## src/rtl/clk_div_pkg.sv

```systemverilog
`default_nettype none
// ============================================================================
// Module   : clk_div_pkg
// Purpose  : Shared types and constants for the clock-divider scheduler.
//            Holds the scheduler state encoding, the smallest legal divide
//            ratio and the default sizing constants.
// Revision : 1.0  initial release
// ============================================================================
package clk_div_pkg;

    // Scheduler states: stopped, running, finishing the current period
    typedef enum logic [1:0] {
        IDLE  = 2'd0,
        RUN   = 2'd1,
        DRAIN = 2'd2
    } state_t;

    // A ratio of 1 (or 0) cannot produce both a high and a low phase
    localparam int MIN_DIV     = 2;

    localparam int DEF_DIV_W   = 8;
    localparam int DEF_DEF_DIV = 4;
    localparam int DEF_CNT_W   = 16;

endpackage : clk_div_pkg
`default_nettype wire

```

## src/rtl/clk_phase_cnt.sv

```systemverilog
`default_nettype none
// ============================================================================
// Module   : clk_phase_cnt
// Purpose  : Modulo-N phase counter. While run is high, ph counts
//            0..div-1 and wraps; wrap flags the last phase of a period.
//            While run is low, ph is held at 0.
// Revision : 1.0  initial release
// ============================================================================
module clk_phase_cnt #(
    parameter int DIV_W = 8
) (
    input  logic             clk,
    input  logic             rst_n,
    input  logic             run,
    input  logic [DIV_W-1:0] div,
    output logic [DIV_W-1:0] ph,
    output logic             wrap
);

    localparam logic [DIV_W-1:0] C_ONE = DIV_W'(1);

    logic [DIV_W-1:0] ph_q;
    logic [DIV_W-1:0] ph_d;

    assign wrap = run && (ph_q == (div - C_ONE));
    assign ph   = ph_q;

    // Next phase: advance while running, restart at the period boundary
    always_comb begin
        ph_d = '0;
        if (run && !wrap) begin
            ph_d = ph_q + C_ONE;
        end
    end

    // Phase register
    always_ff @(posedge clk or negedge rst_n) begin
        if (!rst_n) begin
            ph_q <= '0;
        end else begin
            ph_q <= ph_d;
        end
    end

endmodule : clk_phase_cnt
`default_nettype wire

```

## src/rtl/clk_div_sched.sv

```systemverilog
`default_nettype none
// ============================================================================
// Module   : clk_div_sched
// Purpose  : Run/stop controller and ratio scheduler for the divided clock.
//            Produces a registered divided clock (clk_out), a period-start
//            pulse (tick) and a period counter. New ratios arrive over a
//            valid/ready handshake and take effect only at period
//            boundaries (or straight away while idle), so clk_out never
//            shows a runt phase.
//            Optional feature macro: CLK_DIV_SCHED_DUTY_EN adds a
//            programmable high-phase length (cfg_high).
// Revision : 1.0  initial release
// ============================================================================
module clk_div_sched
    import clk_div_pkg::*;
#(
    parameter int DIV_W   = DEF_DIV_W,
    parameter int DEF_DIV = DEF_DEF_DIV,
    parameter int CNT_W   = DEF_CNT_W
) (
    input  logic             clk,
    input  logic             rst_n,
    input  logic             en,
    input  logic             cfg_valid,
    input  logic [DIV_W-1:0] cfg_div,
`ifdef CLK_DIV_SCHED_DUTY_EN
    input  logic [DIV_W-1:0] cfg_high,
`endif
    output logic             cfg_ready,
    output logic             cfg_err,
    output logic             clk_out,
    output logic             tick,
    output logic             running,
    output logic [CNT_W-1:0] period_cnt
);

    localparam logic [DIV_W-1:0] C_ONE     = DIV_W'(1);
    localparam logic [DIV_W-1:0] C_MIN     = DIV_W'(MIN_DIV);
    localparam logic [DIV_W-1:0] C_DEF_DIV = DIV_W'(DEF_DIV);

    state_t           state_q;
    state_t           state_d;
    logic [DIV_W-1:0] div_cur_q;
    logic [DIV_W-1:0] pend_q;
    logic             pend_vld_q;
    logic             clk_out_q;
    logic             tick_q;
    logic             cfg_err_q;
    logic [CNT_W-1:0] period_cnt_q;

    logic [DIV_W-1:0] ph;
    logic [DIV_W-1:0] ph_nxt;
    logic [DIV_W-1:0] div_nxt;
    logic [DIV_W-1:0] high_nxt;
    logic             run;
    logic             wrap;
    logic             accept;
    logic             bad;
    logic             apply;
    logic             clk_out_d;
    logic             tick_d;

    assign run = (state_q != IDLE);

    clk_phase_cnt #(
        .DIV_W (DIV_W)
    ) u_phase (
        .clk   (clk),
        .rst_n (rst_n),
        .run   (run),
        .div   (div_cur_q),
        .ph    (ph),
        .wrap  (wrap)
    );

    // Phase the counter will hold after this edge; outputs are registered
    // from it so they line up with ph without skew.
    assign ph_nxt = (run && !wrap) ? (ph + C_ONE) : '0;

    // accept and apply are mutually exclusive (ready only when nothing is
    // pending), so a ratio is never applied in the cycle it is accepted.
    assign accept  = cfg_valid && !pend_vld_q;
    assign apply   = pend_vld_q && (!run || wrap);
    assign div_nxt = apply ? pend_q : div_cur_q;

`ifdef CLK_DIV_SCHED_DUTY_EN
    logic [DIV_W-1:0] pend_high_q;
    logic [DIV_W-1:0] high_cur_q;

    assign bad      = (cfg_div < C_MIN) || (cfg_high == '0) || (cfg_high >= cfg_div);
    assign high_nxt = apply ? pend_high_q : high_cur_q;

    // High-phase length: captured with the ratio, switched in with it
    always_ff @(posedge clk or negedge rst_n) begin
        if (!rst_n) begin
            pend_high_q <= '0;
            high_cur_q  <= C_DEF_DIV >> 1;
        end else begin
            if (accept && !bad) begin
                pend_high_q <= cfg_high;
            end
            if (apply) begin
                high_cur_q <= pend_high_q;
            end
        end
    end
`else
    assign bad      = (cfg_div < C_MIN);
    assign high_nxt = div_nxt >> 1;
`endif

    // Next-state decode and next values of the registered outputs
    always_comb begin
        state_d = state_q;
        case (state_q)
            IDLE:    if (en) state_d = RUN;
            RUN:     if (!en) state_d = DRAIN;
            DRAIN: begin
                if (en) begin
                    state_d = RUN;
                end else if (wrap) begin
                    state_d = IDLE;
                end
            end
            default: state_d = IDLE;
        endcase
        clk_out_d = (state_d != IDLE) && (ph_nxt < high_nxt);
        tick_d    = (state_d != IDLE) && (ph_nxt == '0);
    end

    // FSM, ratio handshake and output registers
    always_ff @(posedge clk or negedge rst_n) begin
        if (!rst_n) begin
            state_q      <= IDLE;
            div_cur_q    <= C_DEF_DIV;
            pend_q       <= '0;
            pend_vld_q   <= 1'b0;
            clk_out_q    <= 1'b0;
            tick_q       <= 1'b0;
            cfg_err_q    <= 1'b0;
            period_cnt_q <= '0;
        end else begin
            state_q      <= state_d;
            div_cur_q    <= div_nxt;
            clk_out_q    <= clk_out_d;
            tick_q       <= tick_d;
            cfg_err_q    <= accept && bad;
            period_cnt_q <= period_cnt_q + {{(CNT_W-1){1'b0}}, tick_d};
            if (accept && !bad) begin
                pend_q     <= cfg_div;
                pend_vld_q <= 1'b1;
            end else if (apply) begin
                pend_vld_q <= 1'b0;
            end
        end
    end

    assign cfg_ready  = !pend_vld_q;
    assign cfg_err    = cfg_err_q;
    assign clk_out    = clk_out_q;
    assign tick       = tick_q;
    assign running    = run;
    assign period_cnt = period_cnt_q;

endmodule : clk_div_sched
`default_nettype wire

```

## config.mk

```make
export PLATFORM = sky130hd
export DESIGN_NAME = clk_div_sched
export DESIGN_NICKNAME = d
export VERILOG_FILES = /design/src/rtl/clk_div_pkg.sv /design/src/rtl/clk_phase_cnt.sv /design/src/rtl/clk_div_sched.sv
export SDC_FILE = /design/constraint.sdc
export NUM_CORES = 1
export LEC_CHECK = 0
export BUFFER_PORTS_ARGS = -buffer_cell sky130_fd_sc_hd__buf_2
export CORE_ASPECT_RATIO = 1.1
export CORE_UTILIZATION = 47
export DETAILED_ROUTE_END_ITERATION = 8
export PLACE_DENSITY = 0.67
export SLEW_MARGIN = 5
export SYNTH_ARGS = -nofsm -noshare
export SYNTH_HDL_FRONTEND = slang
export SYNTH_SLANG_ARGS = --single-unit
```

## constraint.sdc

```tcl
create_clock -name clk -period 4.1 [get_ports clk]
set_input_delay 0.82 -clock clk [delete_from_list [all_inputs] [get_ports clk]]
set_output_delay 0.82 -clock clk [all_outputs]
set_load 0.02 [all_outputs]
```

==> metrics.cfg, run 1 <==
[sta]
period_minus_slack_ns=3.418
timing.hold.ws_ns=0.4727
finalCritPeriodShare_pct=83.37
fin_tns_setup_ns=0
slew_violations=0
setup_violations=0
fin_ws_ns=0.6819
max_freq_mhz=292.6
hold_viol=0
rsz0062_at_grt=no
slew_headroom_pct=32.77
tightestPinTransition_ns=1.008
finClkSkew_ns=0.005725

[outcome]
status=completed

[worst_setup_path]
endpoint_kind=register
slowest_stage=dfrtp_1
cp_cell_sequence=ha_1 > or2_2 > o21ai_0 > a22oi_1 > nor3b_1 > nand4_1 > a21o_1 > a221oi_1 > ha_1 > ha_1 > nand3_1 > or2_2 > nor2_1 > xor2_1
critPathMaxStageDelay_ns=0.46
cp.arrival_ns=3.64
critPathMaxFanout=6
crit_path_start_kind=register
r2r_slack_ns=0.68
r2r_cells=14
worstSetupPathType=register to register
startpoint=u_phase.ph[0]
timing.critical_path.mode_cell=ha_1
cp.required_ns=4.32
r2r-start=u_phase.ph[0]
r2r_end=period_cnt[12]

[floorplanning]
floorplan.initialDensity_pct=50.05
die-area_um2=5382
io_pins=33
core_um2=4782
chipWidth_um=70.04
dieHeight_um=76.85
rows=26

[pwr]
p_comb_share_pct=38.5
powerDensity_nw_per_um2=621.4
vdd_drop_max_uv=316.6
sw_frac_of_total_pct=38.18
p_switching_mw=0.6356
power_leakage_nw=1.322
seqPwrFrac_pct=44.6
clockPowerShare_pct=16.9
cellInternalPower_mw=1.029
power.total_mw=1.665

[placement]
pre_cts_ws_ns=0.6655
hpwlAfterDp_mm=3.412
portBuffers=32
placed_area_um2=2587
gp_congestion=0.8465

[global_routing]
grt.total_usage_pct=17.74
grt_pass1_wl_mm=7.417
grt_max_degree=47
grt_pass1_vias=1598
antenna_found_initial=0
gr-total-overflow=0

[yosys]
yosys_warnings=0
ys_types=43
syn_inst=226
synth.avg_cell_area_um2=10.59
synth_fp_nets=248
synthFlopType=dfrtp_1
postSynth.asyncResetShare_pct=100.0
ys_seq_area_share_pct=48.14
ys_ff_latch=46
synth_edf_count=0
netlist_area_um2=2394

[clocking]
clk_pin_slew_ns=0.08
cts_num_sinks=46
clk_latency_ns=0.29
ctsHoldBuffers=0
cts_repair_resize_count=0
cts-root-buf=clkbuf_8
clockBufferDepth=2
cts_htree_levels=2
cts_made_buffers=5
cts_tree=built
postCtsSetupRepairBufs=0

[route]
ant_nets=0
vias_per_cell=5.303
vias=1681
drtIter0Drc=55
drtPass1Iterations=4
routed_wl_mm=4.463
drc=0
routedWlPerCell_um=14.08

[hold_path]
hold_end=period_cnt[15]
hold_depth=1
hold_path.class=register to register
hold_start=period_cnt[15]

[finish]
final_area_um2=2679
mostFrequentLayoutCells=dfrtp_1 (45), buf_2 (32), nor2_1 (24)
syn2layout_area_growth_pct=11.92
antennaDiodeCount=0
nNetsFinal=282
drive_above_1_share_pct=22.22
final_common_cell=dfrtp_1
fillCellCount=429

[flow_run]
maxCapViolCount=0

## metal layers
| metal | GRT usage, % | wire length [µm] | vias to the layer above |
|---|---|---|---|
| met5 | 0 | 0 | - |
| li1 | - | - | 849 |
| met3 | 3.811 | 137 | 7 |
| met4 | 5.400 | 57 | 0 |
| met1 | 23.41 | 2110 | 802 |
| met2 | 29.23 | 2158 | 23 |
## worst max-delay path by stage
| stage | end | cells after the start | slack (ns) |
|---|---|---|---|
| after floorplan | period_cnt[14] | 12 | 1.06 |
| after global placement | period_cnt[12] | 14 | 0.79 |
| after detailed placement | period_cnt[12] | 14 | 0.67 |
| after CTS | period_cnt[14] | 14 | 0.66 |
| after global routing | period_cnt[12] | 14 | 0.40 |
| final | period_cnt[12] | 14 | 0.68 |
## state kept, by name (all words and copies together) (netlist names)
signal      cells
cfg_err         1
clk_out         1
div_cur_q       8
pend_q          8
pend_vld_q      1
period_cnt     16
state_q         2
tick            1
u_phase.ph      8
## cells by family (layout without fill, tap and decap cells)
| logic type | after synthesis | count (layout) | synth area share, % |
|---|---|---|---|
| adder cells (fa/ha/maj) | 10 | 10 | 5.227 |
| multiplexers | 18 | 18 | 8.103 |
| AND/OR/NAND/NOR | 83 | 83 | 17.77 |
| flip-flops | 46 | 46 | 48.14 |
| buffers and inverters | 16 | 51 | 3.241 |
| XOR/XNOR | 29 | 29 | 10.61 |
| AO/OA/AOI/OAI | 24 | 24 | 6.901 |
## worst max-delay path: cells and delay by family, from the launching register on
kind / cells / cell delay (ns)
adder cells (fa/ha/maj): 3 / 0.76
flip-flops: 1 / 0.46
AO/OA/AOI/OAI: 4 / 0.72
AND/OR/NAND/NOR: 6 / 1.26
XOR/XNOR: 1 / 0.14
## per-stage QoR
step           utilization (%)  instances
2_1_floorplan                -        226
3_3_place_gp             54.11        309
3_5_place_dp             54.11        309
4_1_cts                  56.02        317
5_1_grt                  56.02        317
6_report                 56.02        317
## power groups by stage
stage	sequential (mW)	clock, mW	combinational [mW]
after floorplan	0.746	0	0.474
after global placement	0.746	0	0.635
after detailed placement	0.751	0	0.645
after CTS	0.742	0.288	0.648
after global routing	0.764	0.310	0.722
final	0.743	0.282	0.640
## Yosys cell counts, types with 4 or more instances
master	instances	area share (%)
a21o_1	4	1.3
inv_1	11	1.7
nand2b_1	4	1.0
xnor2_1	19	7.0
and3_1	6	1.6
o21ai_0	4	0.84
ha_1	10	5.2
xor2_1	10	3.7
nand2_1	16	2.5
mux2i_1	7	2.9
mux2_2	11	5.2
nand4_1	7	1.8
nand3_1	7	1.5
dfrtp_1	45	47
a21oi_1	5	1.0
nor2_1	24	3.8
## final cells by class
type / instances / area (µm²) / area share (%)
Inverter: 11 / 41.29 / 1.541
Tap cell: 56 / 70.07 / 2.616
Clock inverter: 1 / 5.005 / 0.1868
Timing Repair Buffer: 32 / 160.2 / 5.979
Sequential cell: 46 / 1152 / 43.02
Multi-Input combinational cell: 164 / 1164 / 43.44
Clock buffer: 7 / 86.33 / 3.223
Note: power is estimated with default switching activity, not from simulation.
==> run 2, diff against run 1 <==
--- a/config.mk
+++ b/config.mk
@@ -9,7 +9,7 @@
 export CORE_ASPECT_RATIO = 1.1
 export CORE_UTILIZATION = 47
 export DETAILED_ROUTE_END_ITERATION = 8
-export PLACE_DENSITY = 0.67
+export PLACE_DENSITY = 0.7
 export SLEW_MARGIN = 5
 export SYNTH_ARGS = -nofsm -noshare
 export SYNTH_HDL_FRONTEND = slang
==> constraint.sdc (replaced) <==
create_clock -name clk -period 2.78 [get_ports clk]
set_input_delay 0.556 -clock clk [delete_from_list [all_inputs] [get_ports clk]]
set_output_delay 0.556 -clock clk [all_outputs]
set_load 0.02 [all_outputs]
==> metrics.cfg, run 2 (same netlist as run 1, synthesis figures left out) <==
[sta]
finalCritPeriodShare_pct=108.0  ; was 83.37%
period_minus_slack_ns=3.003  ; was 3.418 ns
fin_tns_setup_ns=-1.514  ; was 0 ns
setup_violations=12  ; was 0
max_freq_mhz=332.9  ; was 292.6 MHz
timing.hold.ws_ns=0.3206  ; was 0.4727 ns
fin_ws_ns=-0.2235  ; was 0.6819 ns
hold_viol=0  ; unchanged
tightestPinTransition_ns=0.6230  ; was 1.008 ns
finClkSkew_ns=0.004650  ; was 0.005725 ns
slew_violations=0  ; unchanged
slew_headroom_pct=58.31  ; was 32.77%
rsz0062_at_grt=yes  ; was no

[pwr]
p_comb_share_pct=50.4  ; was 38.5%
clockPowerShare_pct=13.7  ; was 16.9%
sw_frac_of_total_pct=37.84  ; was 38.18%
power_leakage_nw=1.536  ; was 1.322 nW
powerDensity_nw_per_um2=937.8  ; was 621.4 nW/µm²
seqPwrFrac_pct=35.9  ; was 44.6%
cellInternalPower_mw=1.880  ; was 1.029 mW
vdd_drop_max_uv=544.3  ; was 316.6 µV
p_switching_mw=1.145  ; was 0.6356 mW

[clocking]
ctsHoldBuffers=0  ; unchanged
cts-root-buf=clkbuf_8  ; unchanged
clk_pin_slew_ns=0.08  ; about the same
cts_tree=built  ; unchanged
clockBufferDepth=2  ; unchanged
clk_latency_ns=0.30  ; was 0.29 ns
cts_htree_levels=2  ; unchanged
cts_num_sinks=46  ; unchanged
cts_made_buffers=5  ; unchanged

[global_routing]
grt_use_met2_pct=34.04  ; was 29.23%
grt_pass1_wl_mm=8.769  ; was 7.417 mm
busiest_layer=met2  ; unchanged
gr-total-overflow=0  ; unchanged
grt_max_degree=47  ; unchanged
grt_pass1_vias=1932  ; was 1598
antenna_found_initial=0  ; unchanged
grt.total_usage_pct=20.97  ; was 17.74%
met3_usage_pct=4.336  ; was 3.811%
gr-usage-met1_pct=27.15  ; was 23.41%

[worst_setup_path]
cp.required_ns=3.00  ; was 4.32 ns
cp.arrival_ns=3.23  ; was 3.64 ns
worstSetupPathType=register to register  ; unchanged
crit_path_start_kind=register  ; unchanged
critPathMaxFanout=7  ; was 6
endpoint_kind=register  ; unchanged

[floorplanning]
rows=26  ; unchanged
dieHeight_um=76.85  ; unchanged
floorplan.initialDensity_pct=50.05  ; unchanged
chipWidth_um=70.04  ; unchanged
core_um2=4782  ; unchanged
die-area_um2=5382  ; unchanged
io_pins=33  ; unchanged

[placement]
gp_congestion=0.8500  ; was 0.8465
pre_cts_ws_ns=-0.2795  ; was 0.6655 ns
placed_area_um2=2880  ; was 2587 µm²
hpwlAfterDp_mm=3.795  ; was 3.412 mm
portBuffers=32  ; unchanged

[hold_path]
hold_path.class=input port to asynchronous set/reset pin  ; was register to register

[finish]
syn2layout_area_growth_pct=34.76  ; was 11.92%
largest_reg_flops=16  ; unchanged
nNetsFinal=323  ; was 282
final_area_um2=3226  ; was 2679 µm²
multi_input_area_um2=1390  ; was 1164 µm²
antennaDiodeCount=0  ; unchanged
register_area_um2=1154  ; was 1152 µm²
fillCellCount=378  ; was 429
final_common_cell=dfrtp_1  ; unchanged
mostFrequentLayoutCells=dfrtp_1 (44), buf_4 (38), buf_2 (32)  ; was dfrtp_1 (45), buf_2 (32), nor2_1 (24)
drive_above_1_share_pct=43.38  ; was 22.22%

[route]
routed_wl_mm=5.182  ; was 4.463 mm
ant_nets=0  ; unchanged
drtPass1Iterations=4  ; unchanged
drc=0  ; unchanged
routedWlPerCell_um=14.47  ; was 14.08 µm
vias_per_cell=5.332  ; was 5.303
vias=1909  ; was 1681
drtIter0Drc=57  ; was 55

[outcome]
violations=setup timing
status=complete, but fails checks  ; was completed

[flow_run]
maxCapViolCount=0  ; unchanged

-- run 2: cell count changes in the layout (fill, tap and decap cells not counted), moves of 3 or more --
cell	change
or2_4	+3
inv_1	-3
nor2_2	+4
inv_2	+3
nor2_1	-7
or2_2	-3
ha_1	-5
nor2_4	+3
buf_4	+38
ha_4	+3
buf_6	+3
-- run 2: layer usage --
metal,part of all wire [%],vias to the layer above
li1,-,928
met1,46,932
met2,49,39
met3,2.9,10
met4,2.2,0
met5,0,-
-- run 2: area by class of cell --
type,count,share of cell area [%]
well taps,56,2.172
inverters,11,1.280
clock buffers,7,2.676
flip-flops and latches,46,35.76
clock inverters,1,0.1552
repair buffers,73,14.86
multi-input cells,164,43.10
-- run 2: power groups by stage --
stage | Clock (mW) | Sequential, mW | Combinational, mW
detailed placement | 0 | 1.07 | 1.29
floorplan | 0 | 1.11 | 0.780
finish | 0.414 | 1.09 | 1.53
global route | 0.453 | 1.12 | 1.67
global placement | 0 | 1.06 | 1.26
CTS | 0.423 | 1.06 | 1.44
-- run 2: final timing paths --
kind	end	cells past startpoint	slack [ns]	start
min in group clk	state_q[1]	2	0.45	en
max	period_cnt[12]	12	-0.22	div_cur_q[2]
min	period_cnt[11]	2	0.32	rst_n
min reg2reg	period_cnt[15]	1	0.47	period_cnt[15]
max reg2reg	period_cnt[12]	12	-0.22	div_cur_q[2]
max in group asynchronous	u_phase.ph[2]	2	2.04	rst_n
-- run 2: repair_timing --
item,in CTS,in global routing
cloned,0,0
pin swaps,19,6
resized for setup,21,14
endpoints found under the setup margin,12,14
setup buffers,9,3
-- run 2: critical path: stages, from the launching register on --
cell and delay, ns:
dfstp_2 0.63, or2b_4 0.32, a31oi_4 0.14, o2111ai_2 0.14
a21o_4 0.24, a21o_1 0.17, a221oi_2 0.27, ha_2 0.26
ha_4 0.15, nand3_4 0.07, or2_4 0.28, nor2_2 0.12
xor2_1 0.14
-- run 2: through the flow --
step                total power [mW]  std cells  utilization [%]
floorplan                      1.891        226                -
global placement               2.328        339            60.23
detailed placement             2.356        339            60.23
CTS                            2.929        355            65.36
global route                   3.236        358            67.45
finish                         3.025        358            67.45
